File: config.mk
export PLATFORM = sky130hd
export DESIGN_NAME = bus_register_core
export DESIGN_NICKNAME = d
export VERILOG_FILES = /design/src/rtl/bus_register_core.sv
export SDC_FILE = /design/constraint.sdc
export NUM_CORES = 1
export LEC_CHECK = 0
export BUFFER_PORTS_ARGS = -buffer_cell sky130_fd_sc_hd__buf_2
export CORE_MARGIN = 2
export CORE_UTILIZATION = 55
export CTS_CLUSTER_SIZE = 14
export DETAILED_ROUTE_END_ITERATION = 12
export PLACE_DENSITY_LB_ADDON = 0.05
export SLEW_MARGIN = 0
export SYNTH_ARGS = -nofsm -noshare
export SYNTH_HDL_FRONTEND = slang
export SYNTH_SLANG_ARGS = --single-unit
File: constraint.sdc
create_clock -name clk -period 3.2 [get_ports clk]
set_clock_uncertainty 0.2 [all_clocks]
set_input_delay 0.32 -clock clk [delete_from_list [all_inputs] [get_ports clk]]
set_output_delay 0.32 -clock clk [all_outputs]
set_load 0.1 [all_outputs]
File: src/rtl/bus_register_core.sv
// Register file (R0-R15, PC, HI, LO, Z_HI, Z_LO, MDR) and shared-bus source selector
// for the single-bus datapath; the highest-indexed drive strobe owns the bus.
module bus_register_core #(
    parameter int WIDTH = 32
) (
    input  logic             clk,
    input  logic             clr,
    input  logic [15:0]      Rin,
    input  logic [15:0]      Rout,
    input  logic             PCin,
    input  logic             HIin,
    input  logic             LOin,
    input  logic             ZHIin,
    input  logic             ZLOin,
    input  logic [WIDTH-1:0] ZHI_d,
    input  logic [WIDTH-1:0] ZLO_d,
    input  logic             MDRin,
    input  logic             Read,
    input  logic [WIDTH-1:0] MDatain,
    input  logic [WIDTH-1:0] InPort_d,
    input  logic [WIDTH-1:0] Csign_d,
    input  logic             PCout,
    input  logic             HIout,
    input  logic             LOout,
    input  logic             Zhighout,
    input  logic             Zlowout,
    input  logic             MDRout,
    input  logic             InPortout,
    input  logic             Cout,
    output logic [WIDTH-1:0] BusMuxOut,
    output logic [4:0]       sel_code,
    output logic             sel_valid
);

    logic [WIDTH-1:0] r_gpr [16];
    logic [WIDTH-1:0] r_pc;
    logic [WIDTH-1:0] r_hi;
    logic [WIDTH-1:0] r_lo;
    logic [WIDTH-1:0] r_zhi;
    logic [WIDTH-1:0] r_zlo;
    logic [WIDTH-1:0] r_mdr;

    logic [31:0]      w_req;
    logic [WIDTH-1:0] w_mdr_d;

    assign w_req   = {8'b0, Cout, InPortout, MDRout, PCout, Zlowout, Zhighout,
                      LOout, HIout, Rout};
    assign w_mdr_d = Read ? MDatain : BusMuxOut;

    // Bus loads sample the pre-edge bus, so register-to-register copies work in one cycle.
    always_ff @(posedge clk) begin
        if (!clr) begin
            for (int i = 0; i < 16; i++) begin
                r_gpr[i] <= '0;
            end
            r_pc  <= '0;
            r_hi  <= '0;
            r_lo  <= '0;
            r_zhi <= '0;
            r_zlo <= '0;
            r_mdr <= '0;
        end else begin
            for (int i = 0; i < 16; i++) begin
                if (Rin[i]) begin
                    r_gpr[i] <= BusMuxOut;
                end
            end
            if (PCin)  r_pc  <= BusMuxOut;
            if (HIin)  r_hi  <= BusMuxOut;
            if (LOin)  r_lo  <= BusMuxOut;
            if (ZHIin) r_zhi <= ZHI_d;
            if (ZLOin) r_zlo <= ZLO_d;
            if (MDRin) r_mdr <= w_mdr_d;
        end
    end

    // Ascending scan: the last set bit seen wins, giving highest-index priority.
    always_comb begin
        sel_code  = 5'd31;
        sel_valid = 1'b0;
        for (int i = 0; i < 32; i++) begin
            if (w_req[i]) begin
                sel_code  = 5'(i);
                sel_valid = 1'b1;
            end
        end
    end

    always_comb begin
        BusMuxOut = '0;
        if (sel_code < 5'd16) begin
            BusMuxOut = r_gpr[sel_code[3:0]];
        end else begin
            case (sel_code)
                5'd16:   BusMuxOut = r_hi;
                5'd17:   BusMuxOut = r_lo;
                5'd18:   BusMuxOut = r_zhi;
                5'd19:   BusMuxOut = r_zlo;
                5'd20:   BusMuxOut = r_pc;
                5'd21:   BusMuxOut = r_mdr;
                5'd22:   BusMuxOut = InPort_d;
                5'd23:   BusMuxOut = Csign_d;
                default: BusMuxOut = '0;
            endcase
        end
    end

endmodule

# Yosys cells after proc, flatten, opt, wreduce, memory -nomap -nowiden
# Memories as Yosys holds them, arrays and structs flattened.
# Index checks and enable logic that the tools add are counted.
# classes
muxes	116
eq_ne	8
n_lt_le_gt_ge	1
bitwise_logic	16
# ops
cell	n
32-bit 2-to-1 mux	18
32-bit one-hot mux with 8 select lines	1
5-bit 2-to-1 mux	24
1-bit 2-to-1 mux	73
5-bit == test (second input constant)	8
1-bit bitwise OR	16
5-bit < comparator (second input constant)	1
# word_totals
input_bits	209
ramBits	512
wordCells	148
memories	1
output_inout_bits	38
regBits	192
# mem_list
name	depth	width	read_ports	rd_clocked_by_memory_dff	write_ports	line_no	text
r_gpr	16	32	1	0	16	35	logic [WIDTH-1:0] r_gpr [16];

# Longest topological paths before layout
# depth
ltp_word	28
mapped_depth	15
mapped_depth_nobuf	11

# Least setup slack after synthesis
# No wires, ideal clock.
# synth_path
path_type	input-to-output
startpoint	input port LOout
endpoint	output port BusMuxOut[2]
setup_slack_ns	-0.597
n_path_buf	3
t_arrival_ns	3.277
path_stages	11
required_ns	2.680
cell_sequence	or4_1 o21ai_1 a31oi_4 inv_4 buf_6 buf_6 buf_2 mux2i_1 o211a_1 and2_1 inv_1
# synth_via
elab_chain_cells	10
elab_cells_between_ends	19
classes_between	order compare: 1; eq/ne: 8; mux: 9; memory: 1
# synth_rtl
item	line_no	text
from (decl)	24	input logic LOout,
5-bit 2-to-1 mux (*) (7 in series)	82	if (w_req[i]) begin
via sel_code[2]	31	output logic [4:0] sel_code,
5-bit == test	94	case (sel_code)
32-bit one-hot mux with 8 select lines	94	
32-bit 2-to-1 mux (*)	91	if (sel_code < 5'd16) begin
to (decl)	30	output logic [WIDTH-1:0] BusMuxOut,
# The timed path passes the listed nets; every way through them passes the cells marked *.

# Final worst setup path
# layout_path
startpoint	input port LOout
endpoint	output port BusMuxOut[31]
# layout_via
elab_chain_cells	10
elab_cells_between_ends	19
classes_between	order compare: 1; eq/ne: 8; mux: 9; memory: 1
# layout_rtl
item	line_no
5-bit 2-to-1 mux (*) (7 in series)	82
5-bit == test	94
32-bit one-hot mux with 8 select lines	94
32-bit 2-to-1 mux (*)	91
# Every way passes the cells marked *; elsewhere a longest branch is shown, timed or not.

==> flow_summary.toml <==
[outcome]
outcome = "complete, but fails checks"
violations = "setup timing"

[yosys]
synth.net_count = 2995
synth_flop_cell = "edfxtp_1"
ys_warn_count = 0
synthArstFlopShare = 0
synth_seq_area_share = 0.589
synthCells = 2786
syn_area_sq_mm = 0.0326
synth_seq_cells = 704
synth_area_per_cell_sq_um = 11.7
yosys.cell_types.count = 75
synth_edf_count = 512

[grt]
grt_pass1_wl_mm = 160
gr-total-overflow = 0
grt_max_degree = 103
grt_pass1_vias = 25339
grt_use_total = 0.355
antenna_found_initial = 2

[critical_path]
worst-setup-path-type = "in -> out"
r2r-end = "r_gpr[9][25]$_SDFFCE_PN0P_"
path_max_fanout = 8
endpoint_kind = "output pin"
critical_path_arrival_ns = 3.20
r2r_slack_ns = 0.27
worst_r2r_path_depth = 13
reg2reg_from = "r_mdr[25]$_SDFFE_PN0P_"
crit_required_ns = 2.68
start_kind = "primary input"

[timing]
fin_ws_ns = -0.517
relSlewSlack = 0.237
rsz0062_at_grt = "yes"
finalCriticalPeriod_ns = 3.72
hold_viol = 0
final-max-slew-violation-count = 0
max_freq_ghz = 0.269
whs_ns = 0.0597
worst_slew_pin_slew_ns = 1.14
setup_viol = 44
min_period_over_period = 1.16

[clock_network]
root_buffer = "clkbuf_16"
numCtsBuffers = 74
clkLatencyLatePin_ns = 0.62
clk_pin_slew_ns = 0.06
cts.sink_count = 704
h-tree-depth = 3
cts_buffer_depth = 3
tritoncts = "yes"

[floorplanning]
design.portCount = 247
core_area_sq_mm = 0.0588
start_util = 0.555
die_area_sq_mm = 0.0613
fp.dieW_um = 248
die_y_um = 248
rows = 89

[min_path]
hp-start = "clr"
hold_path_depth = 2
worstHoldPathType = "in -> reg"
hold_end = "r_gpr[3][21]$_SDFFCE_PN0P_"

[power_and_ir_drop]
p_leak_nw = 18.0
power_per_cell_area_mw_per_mm2 = 518
ir_worst_vdd_v = 0.000542

[placement]
dp_hpwl_mm = 72.3
place.port_buffers = 246
post-place-ws_ns = -0.921
gp_routability_congestion = 0.910

[drt]
vias = 26858
viasPerCell = 6.18
antenna_left = 0
drc = 0
drtIter0Drc = 3176
first_pass_iters = 5
wirelength_mm = 116
detail_route.wl_per_cell_um = 26.6

[finish]
syn_to_final_growth_pct = 38.4
fin_util = 0.768
drive_above_1_share = 0.364
layout_common_cells = "edfxtp_1 (512), buf_4 (388), and2_1 (316), nand2_1 (219), buf_2 (200)"
layout.nets = 3722
layout_commonest_cell = "edfxtp_1"

[flow_run]
maxCapViolations = 0
## area by class of cell
cell class	count	area, sq um
Clock inverter	41	388
Antenna cell	3	7.51
Multi-Input combinational cell	1790	13900
Fill cell	3678	13600
Timing Repair Buffer	898	8310
Inverter	45	294
Clock buffer	95	2060
Tap cell	773	967
Sequential cell	704	19200
## power breakdown
part | leakage, nW | switching, mW | internal [mW] | total [mW]
logic | 9.54 | 2.17 | 1.62 | 3.79
registers | 7.22 | 0.278 | 10.5 | 10.8
clock network | 1.21 | 3.73 | 5.06 | 8.78
## registers in the layout (all words and copies together), names as in the netlist
signal  count
r_hi       32
r_zlo      32
r_zhi      32
r_gpr     512
r_mdr      32
r_pc       32
r_lo       32
## per-layer routing
| layer | part of all wire | global-route usage | vias up |
|---|---|---|---|
| met5 | 0 | 0 | - |
| met4 | 0.022 | 0.101 | 0 |
| met2 | 0.45 | 0.526 | 1659 |
| met1 | 0.41 | 0.513 | 13274 |
| li1 | - | - | 11749 |
| met3 | 0.12 | 0.0976 | 176 |
## worst max-delay path by stage
stage               startpoint                    endpoint  slack (ns)  cells past startpoint
floorplan               MDRout               BusMuxOut[22]       -0.25                     11
global placement      Rout[10]  r_gpr[6][13]$_SDFFCE_PN0P_       -0.91                     15
detailed placement       LOout  r_gpr[4][13]$_SDFFCE_PN0P_       -0.92                     15
CTS                    Rout[1]                BusMuxOut[2]       -0.53                     15
global route           Rout[1]               BusMuxOut[24]       -0.62                     16
finish                   LOout               BusMuxOut[31]       -0.52                     14
## synth_stat cells (all sizes together), types with 26 or more instances
master  instances  share of area
inv            45         0.0053
nand2         221          0.025
a21oi         218          0.033
buf           120          0.024
nor2          126          0.016
a221oi         33         0.0090
clkbuf        128          0.015
edfxtp        512           0.47
dfxtp         192           0.12
nor2b          34         0.0065
and2          339          0.065
nand3          61         0.0097
nand3b         50          0.011
o211ai         26         0.0074
o221ai         79          0.022
mux2i         206          0.063
o21ai         150          0.024
## logic make-up (layout without fill, tap and decap cells)
kind of cell | Yosys count | after routing | synth area share
simple gates | 917 | 917 | 0.153
flops | 704 | 704 | 0.589
buf+inv | 293 | 1079 | 0.0441
mux | 224 | 224 | 0.0694
compound gates | 648 | 649 | 0.145
other cells | 0 | 3 | 0
## through the flow
step / area, sq um / power, mW / std cells / TNS (ns)
after global placement: 38000 / 13.9 / 3958 / -360.55
after floorplan: 33000 / 12.6 / 2786 / -12.33
after global routing: 45200 / 24.0 / 4346 / -18.21
after detailed placement: 38000 / 14.0 / 3958 / -379.86
final: 45200 / 23.4 / 4349 / -14.22
after CTS: 42800 / 22.9 / 4253 / -12.83
## critical path: stages
cell       delay (ns)
buf_8            0.10
nor4_4           0.26
o31ai_2          0.12
a311oi_4         0.44
buf_4            0.21
nor2_4           0.07
inv_8            0.11
buf_4            0.15
mux2i_2          0.27
o2111ai_2        0.21
a2111oi_4        0.48
buf_4            0.23
inv_4            0.05
buf_12           0.16
## repair_timing
action | CTS | global route
setup buffers | 63 | 93
setup endpoints to repair | 233 | 199
cloned | 1 | 11
pin swaps | 25 | 99
resized for setup | 197 | 294
hold buffers | 97 | 0
hold endpoints to repair | 96 | 0
No activity file was read; power rests on OpenSTA's default activity.
